<file path="src/rtl/linear_transfomation_cfg_ctrl.sv">
// -----------------------------------------------------------------------------
// linear_transfomation_cfg_ctrl
//
// Purpose:
//   Configuration sequencer for the piecewise-linear transform datapath. The
//   host fills a 16-entry shadow table of control points. On a commit request
//   the block waits for a frame boundary, copies the shadow table into the
//   active table in a single cycle, pulses cal_begin, and then waits for the
//   delta generator to report completion. o_lt_enable tells downstream logic
//   whether the deltas match the active table; while it is low the transform
//   output must be bypassed.
//
// Ports:
//   i_clock        single clock
//   i_rst_n        asynchronous active-low reset
//   i_wr_en        shadow table write strobe
//   i_wr_addr      shadow write index (0..15)
//   i_wr_data      control point value to write
//   i_rd_addr      shadow readback index
//   o_rd_data      registered shadow[i_rd_addr], one cycle of latency
//   i_commit       one-cycle request to apply the shadow table
//   i_frame_sync   one-cycle frame-boundary pulse
//   o_cal_begin    one-cycle start pulse to the delta generator
//   i_cal_valid    completion level from the delta generator
//   o_coef_bus     active table, C_k at [k*DSIZE +: DSIZE]
//   o_lt_enable    1 = deltas valid, transform output may be used
//   o_busy         high while a request is pending, loading or calculating
//   o_done         one-cycle pulse when a calculation completes
//   o_err_timeout  sticky timeout flag, cleared by the next success
// -----------------------------------------------------------------------------
module linear_transfomation_cfg_ctrl #(
    parameter int DSIZE  = 12,
    parameter int DM     = 16,
    parameter int TO_CYC = 256,
    parameter int CW     = 9
) (
    input  logic                  i_clock,
    input  logic                  i_rst_n,
    input  logic                  i_wr_en,
    input  logic [3:0]            i_wr_addr,
    input  logic [DSIZE-1:0]      i_wr_data,
    input  logic [3:0]            i_rd_addr,
    output logic [DSIZE-1:0]      o_rd_data,
    input  logic                  i_commit,
    input  logic                  i_frame_sync,
    output logic                  o_cal_begin,
    input  logic                  i_cal_valid,
    output logic [16*DSIZE-1:0]   o_coef_bus,
    output logic                  o_lt_enable,
    output logic                  o_busy,
    output logic                  o_done,
    output logic                  o_err_timeout
);

    localparam logic [1:0] S_IDLE = 2'd0;
    localparam logic [1:0] S_PEND = 2'd1;
    localparam logic [1:0] S_LOAD = 2'd2;
    localparam logic [1:0] S_WAIT = 2'd3;

    localparam logic [CW-1:0] TO_LAST = CW'(TO_CYC - 1);

    logic [DSIZE-1:0] r_shadow [16];
    logic [DSIZE-1:0] r_active [16];
    logic [DSIZE-1:0] r_rd_data;

    logic [1:0]       r_state;
    logic             r_pend_flag;
    logic             r_cal_valid_d;
    logic [CW-1:0]    r_to_cnt;
    logic             r_cal_begin;
    logic             r_lt_enable;
    logic             r_done;
    logic             r_err_timeout;

    logic             w_cv_rise;
    logic             w_copy;
    logic             w_wait_exit;

    // Only a rising edge of cal_valid counts as completion, so a level left
    // high from a previous calculation cannot complete a new one.
    assign w_cv_rise   = i_cal_valid & ~r_cal_valid_d;
    assign w_copy      = (r_state == S_PEND) && i_frame_sync;
    assign w_wait_exit = (r_state == S_WAIT) && (w_cv_rise || (r_to_cnt == TO_LAST));

    // Shadow and active tables. Both carry reset values, so they live in
    // flops rather than RAM. Because the copy reads r_shadow before this
    // cycle's write lands, a write coinciding with the copy reaches the
    // shadow only.
    always_ff @(posedge i_clock or negedge i_rst_n) begin
        if (!i_rst_n) begin
            for (int k = 0; k < 16; k++) begin
                r_shadow[k] <= DSIZE'(k * DM);
                r_active[k] <= DSIZE'(k * DM);
            end
            r_rd_data <= '0;
        end else begin
            if (i_wr_en) begin
                r_shadow[i_wr_addr] <= i_wr_data;
            end
            if (w_copy) begin
                for (int k = 0; k < 16; k++) begin
                    r_active[k] <= r_shadow[k];
                end
            end
            // Same-address read during a write returns the old value.
            r_rd_data <= r_shadow[i_rd_addr];
        end
    end

    always_ff @(posedge i_clock or negedge i_rst_n) begin
        if (!i_rst_n) begin
            r_state       <= S_IDLE;
            r_pend_flag   <= 1'b0;
            r_cal_valid_d <= 1'b0;
            r_to_cnt      <= '0;
            r_cal_begin   <= 1'b0;
            r_lt_enable   <= 1'b0;
            r_done        <= 1'b0;
            r_err_timeout <= 1'b0;
        end else begin
            r_cal_valid_d <= i_cal_valid;
            r_cal_begin   <= 1'b0;
            r_done        <= 1'b0;

            case (r_state)
                S_IDLE: begin
                    // A frame_sync arriving with the commit is not consumed.
                    if (i_commit) begin
                        r_state <= S_PEND;
                    end
                end

                S_PEND: begin
                    // Commits here merge into the request already queued.
                    if (w_copy) begin
                        r_state     <= S_LOAD;
                        r_cal_begin <= 1'b1;
                        // Active table is changing, the old deltas are stale.
                        r_lt_enable <= 1'b0;
                    end
                end

                S_LOAD: begin
                    r_lt_enable <= 1'b0;
                    r_to_cnt    <= '0;
                    r_state     <= S_WAIT;
                    if (i_commit) begin
                        r_pend_flag <= 1'b1;
                    end
                end

                default: begin // S_WAIT
                    if (w_cv_rise) begin
                        r_lt_enable   <= 1'b1;
                        r_done        <= 1'b1;
                        r_err_timeout <= 1'b0;
                    end else if (r_to_cnt == TO_LAST) begin
                        r_err_timeout <= 1'b1;
                    end else begin
                        r_to_cnt <= r_to_cnt + 1'b1;
                    end

                    // A commit on the exit cycle is folded into the queued
                    // request so it is not lost.
                    if (w_wait_exit) begin
                        r_state     <= (r_pend_flag || i_commit) ? S_PEND : S_IDLE;
                        r_pend_flag <= 1'b0;
                    end else if (i_commit) begin
                        r_pend_flag <= 1'b1;
                    end
                end
            endcase
        end
    end

    generate
        for (genvar gi = 0; gi < 16; gi++) begin : g_coef
            assign o_coef_bus[gi*DSIZE +: DSIZE] = r_active[gi];
        end
    endgenerate

    assign o_rd_data     = r_rd_data;
    assign o_cal_begin   = r_cal_begin;
    assign o_lt_enable   = r_lt_enable;
    assign o_busy        = (r_state != S_IDLE);
    assign o_done        = r_done;
    assign o_err_timeout = r_err_timeout;

endmodule

</file>
<file path="config.mk">
export PLATFORM = sky130hd
export DESIGN_NAME = linear_transfomation_cfg_ctrl
export DESIGN_NICKNAME = d
export VERILOG_FILES = /design/src/rtl/linear_transfomation_cfg_ctrl.sv
export SDC_FILE = /design/constraint.sdc
export NUM_CORES = 1
export LEC_CHECK = 0
export ABC_AREA = 1
export ABC_CLOCK_PERIOD_IN_PS = 2400
export CORE_ASPECT_RATIO = 2
export CORE_MARGIN = 3
export CORE_UTILIZATION = 57
export CTS_BUF_LIST = sky130_fd_sc_hd__clkbuf_8
export CTS_CLUSTER_SIZE = 10
export DETAILED_ROUTE_END_ITERATION = 8
export PLACE_DENSITY = 0.85
export SETUP_SLACK_MARGIN = 0.05
export SYNTH_ARGS = -nofsm -noshare
export SYNTH_HDL_FRONTEND = slang
export SYNTH_SLANG_ARGS = --single-unit
</file>
<file path="constraint.sdc">
create_clock -name i_clock -period 2.4 [get_ports i_clock]
set_clock_uncertainty 0.2 [all_clocks]
set_input_delay 0.36 -clock i_clock [delete_from_list [all_inputs] [get_ports i_clock]]
set_output_delay 0.36 -clock i_clock [all_outputs]
set_load 0.05 [all_outputs]
</file>
==> results.yml <==
routing:
  vias: 15200
  viasPerCell: 5.67
  drc: 0
  first_pass_iters: 7
  wl_mm: 53.6
  drt_iter0_drc: 1307
  wire_per_inst_um: 20.1
  antenna_left: 0
floorplanning:
  die_y_um: 253
  dieArea_um2: 32800
  rows: 89
  start_util: 0.583
  fp.coreArea_um2: 29800
  io_pins: 235
  fp.dieW_um: 130
synthesis:
  yosysTopAreaCellShare: 0.502
  ys_top_cells_by_area: "dfrtp_1 (50%), nand2_1 (14%), dfstp_2 (9.7%)"
  synth_edf_count: 0
  ys_types: 27
  synth_async_sr_flop_share: 1.00
  syn_nets: 2054
  synth_top_area_cell: "dfrtp_1"
  syn_avg_cell_area_um2: 8.61
  ys_seq_area_frac: 0.598
  ys.flop_type: "dfrtp_1"
  syn_area_um2: 17400
  netlist_instances: 2022
  synth_seq_cells: 413
  yosys_warnings: 0
critical_path:
  worstPathCellList: "inv_1 > ha_1 > inv_1 > buf_4"
  path_buf_inv: 3
  slowest_stage: "dfrtp_1"
  cpMostUsedCell: "inv_1"
  cp.required_ns: 1.84
  crit_fanout: 5
  critPathArrivalTime_ns: 1.74
  worst_setup_path_start_kind: "flip-flop"
  crit_path_end_kind: "primary output"
  slowest_delay_ns: 0.43
  critical_path_class: "reg -> out"
  path_delay_family: "buffers and inverters"
placed_design:
  hpwl_mm: 37.9
  port_buffers: 234
  globalplace.congestion: 0.939
sta:
  finalMaxSlewViolations: 0
  setup_violations: 0
  grt_setup_unrepaired: "no"
  setup_tns_ns: 0
  fmax_mhz: 435
  min_period_over_period: 0.957
  final-hold-violation-count: 0
  hold_ws_ns: 0.0721
  maxSlewHeadroom: 0.558
  worst_slew_pin_slew_ns: 0.663
  min_period_ns: 2.30
clocking:
  h-tree-depth: 2
  cts.sinks: 413
  ctsLongestPathBuffers: 3
  clk_latency_ns: 0.63
  cts_buffers: 56
  clockRootBuffer: "clkbuf_8"
  clk_pin_slew_ns: 0.06
  tritoncts: "yes"
grt:
  antenna_found_initial: 5
  grt_util_all_layers: 0.328
  grt_pass1_vias: 15000
  grt_overflow_total: 0
  grt_max_degree: 102
  grt_pass1_wl_mm: 82.5
cells_and_area:
  fill_cells: 2244
  most-common-layout-cells: "nand2_1 (626), dfrtp_1 (349), o21ai_0 (325), inv_1 (248), dlygate4sd2_1 (191)"
  final_common_cell: "nand2_1"
  drive_gt1_frac: 0.111
  nNetsFinal: 2290
  area_growth_pct: 22.7
status:
  status: "finished, final reports clean"
run:
  cap_violations: 0
pwr:
  powerDensity_nw_per_um2: 1300
  total_leakage_power_uw: 0.0110
  peakVddDrop_uv: 865
worst_hold_path:
  min_path_type: "in -> async"
==> worst register-to-register path, cell delays in order (launching register included) <==
cell     delay, ns
dfrtp_1       0.38
ha_1          0.23
nand2_1       0.11
inv_1         0.07
nand3_1       0.10
nor2_1        0.06
ha_1          0.20
inv_1         0.08
nand3_1       0.14
nand2_2       0.20
inv_2         0.09
nand2_1       0.07
o21ai_0       0.07
==> Yosys cell counts, types with 2 or more instances <==
cell type,count
a21oi_1,3
buf_1,11
buf_2,34
buf_4,2
clkbuf_1,78
dfrtp_1,349
dfstp_2,64
ha_1,6
inv_1,234
inv_2,2
nand2_1,628
nand2_2,3
nand3_1,178
nand3_2,6
nand4_1,4
nor2_1,13
nor2_4,2
nor3_4,3
o21ai_0,325
o21ai_1,70
==> stage by stage <==
stage	setup slack (ns)	instances	instance area, um2	power (uW)	util
2_1_floorplan	0.470	2022	17400	18300	-
3_3_place_gp	0.261	2561	20300	22500	0.681
3_5_place_dp	0.150	2561	20300	22900	0.681
4_1_cts	0.0507	2666	21300	27800	0.715
5_1_grt	0.0533	2670	21400	29100	0.716
6_report	0.103	2671	21400	27700	0.716
==> worst paths after layout <==
| kind | cells after the start | slack, ns | endpoint | start |
|---|---|---|---|---|
| max | 4 | 0.10 | o_busy | r_state[0]$_DFFE_PN0P_ |
| min | 2 | 0.07 | r_to_cnt[7]$_DFFE_PN0P_ | i_rst_n |
| max reg2reg | 12 | 0.28 | r_to_cnt[6]$_DFFE_PN0P_ | r_to_cnt[0]$_DFFE_PN0P_ |
| min reg2reg | 2 | 0.28 | r_shadow[19]$_DFFE_PN1P_ | r_shadow[19]$_DFFE_PN1P_ |
| max in group asynchronous | 3 | 1.05 | o_coef_bus[41]$_DFFE_PN1P_ | i_rst_n |
| min in group i_clock | 7 | 0.26 | o_rd_data[8]$_DFF_PN0_ | i_rd_addr[0] |
==> cells by family after synthesis <==
logic type      count (synthesis)  synth area share
compound gates                401             0.116
fa+ha+maj                       6           0.00431
buf+inv                       362            0.0809
flops                         413             0.598
simple gates                  840             0.201
==> layout make-up <==
cell class / instances / area, um2 / area share
clock buffers: 69 / 950 / 0.0445
diodes: 4 / 10.0 / 0.000469
clock inverters: 34 / 260 / 0.0122
repair buffers: 303 / 2790 / 0.131
multi-input cells: 1247 / 5590 / 0.262
flip-flops and latches: 413 / 10400 / 0.488
inverters: 237 / 890 / 0.0416
well taps: 364 / 455 / 0.0213
==> layer usage <==
layer,global-route usage,part of all wire,vias to the layer above
li1,-,-,6883
met4,0.245,0.086,2
met1,0.383,0.34,7235
met2,0.538,0.50,815
met5,0,0.00021,-
met3,0.0519,0.073,217
==> sequential cells by signal, indices dropped and copies added (netlist names), 2 cells and up <==
signal / flops
o_coef_bus: 192
o_rd_data: 12
r_shadow: 192
r_state: 2
r_to_cnt: 9
==> timing repair <==
item	CTS	global route
hold buffers	2	0
setup buffers	0	1
setup endpoints to repair	191	14
endpoints found under the hold margin	326	0
pin swaps	0	0
gates resized for setup	191	8
==> report_power, final <==
group	leakage, uW	internal (uW)	switching, uW
Sequential	0.00507	9330	1210
Clock	0.000684	3040	2700
Combinational	0.00527	2850	8590
Power figures use the tool's default switching activity.
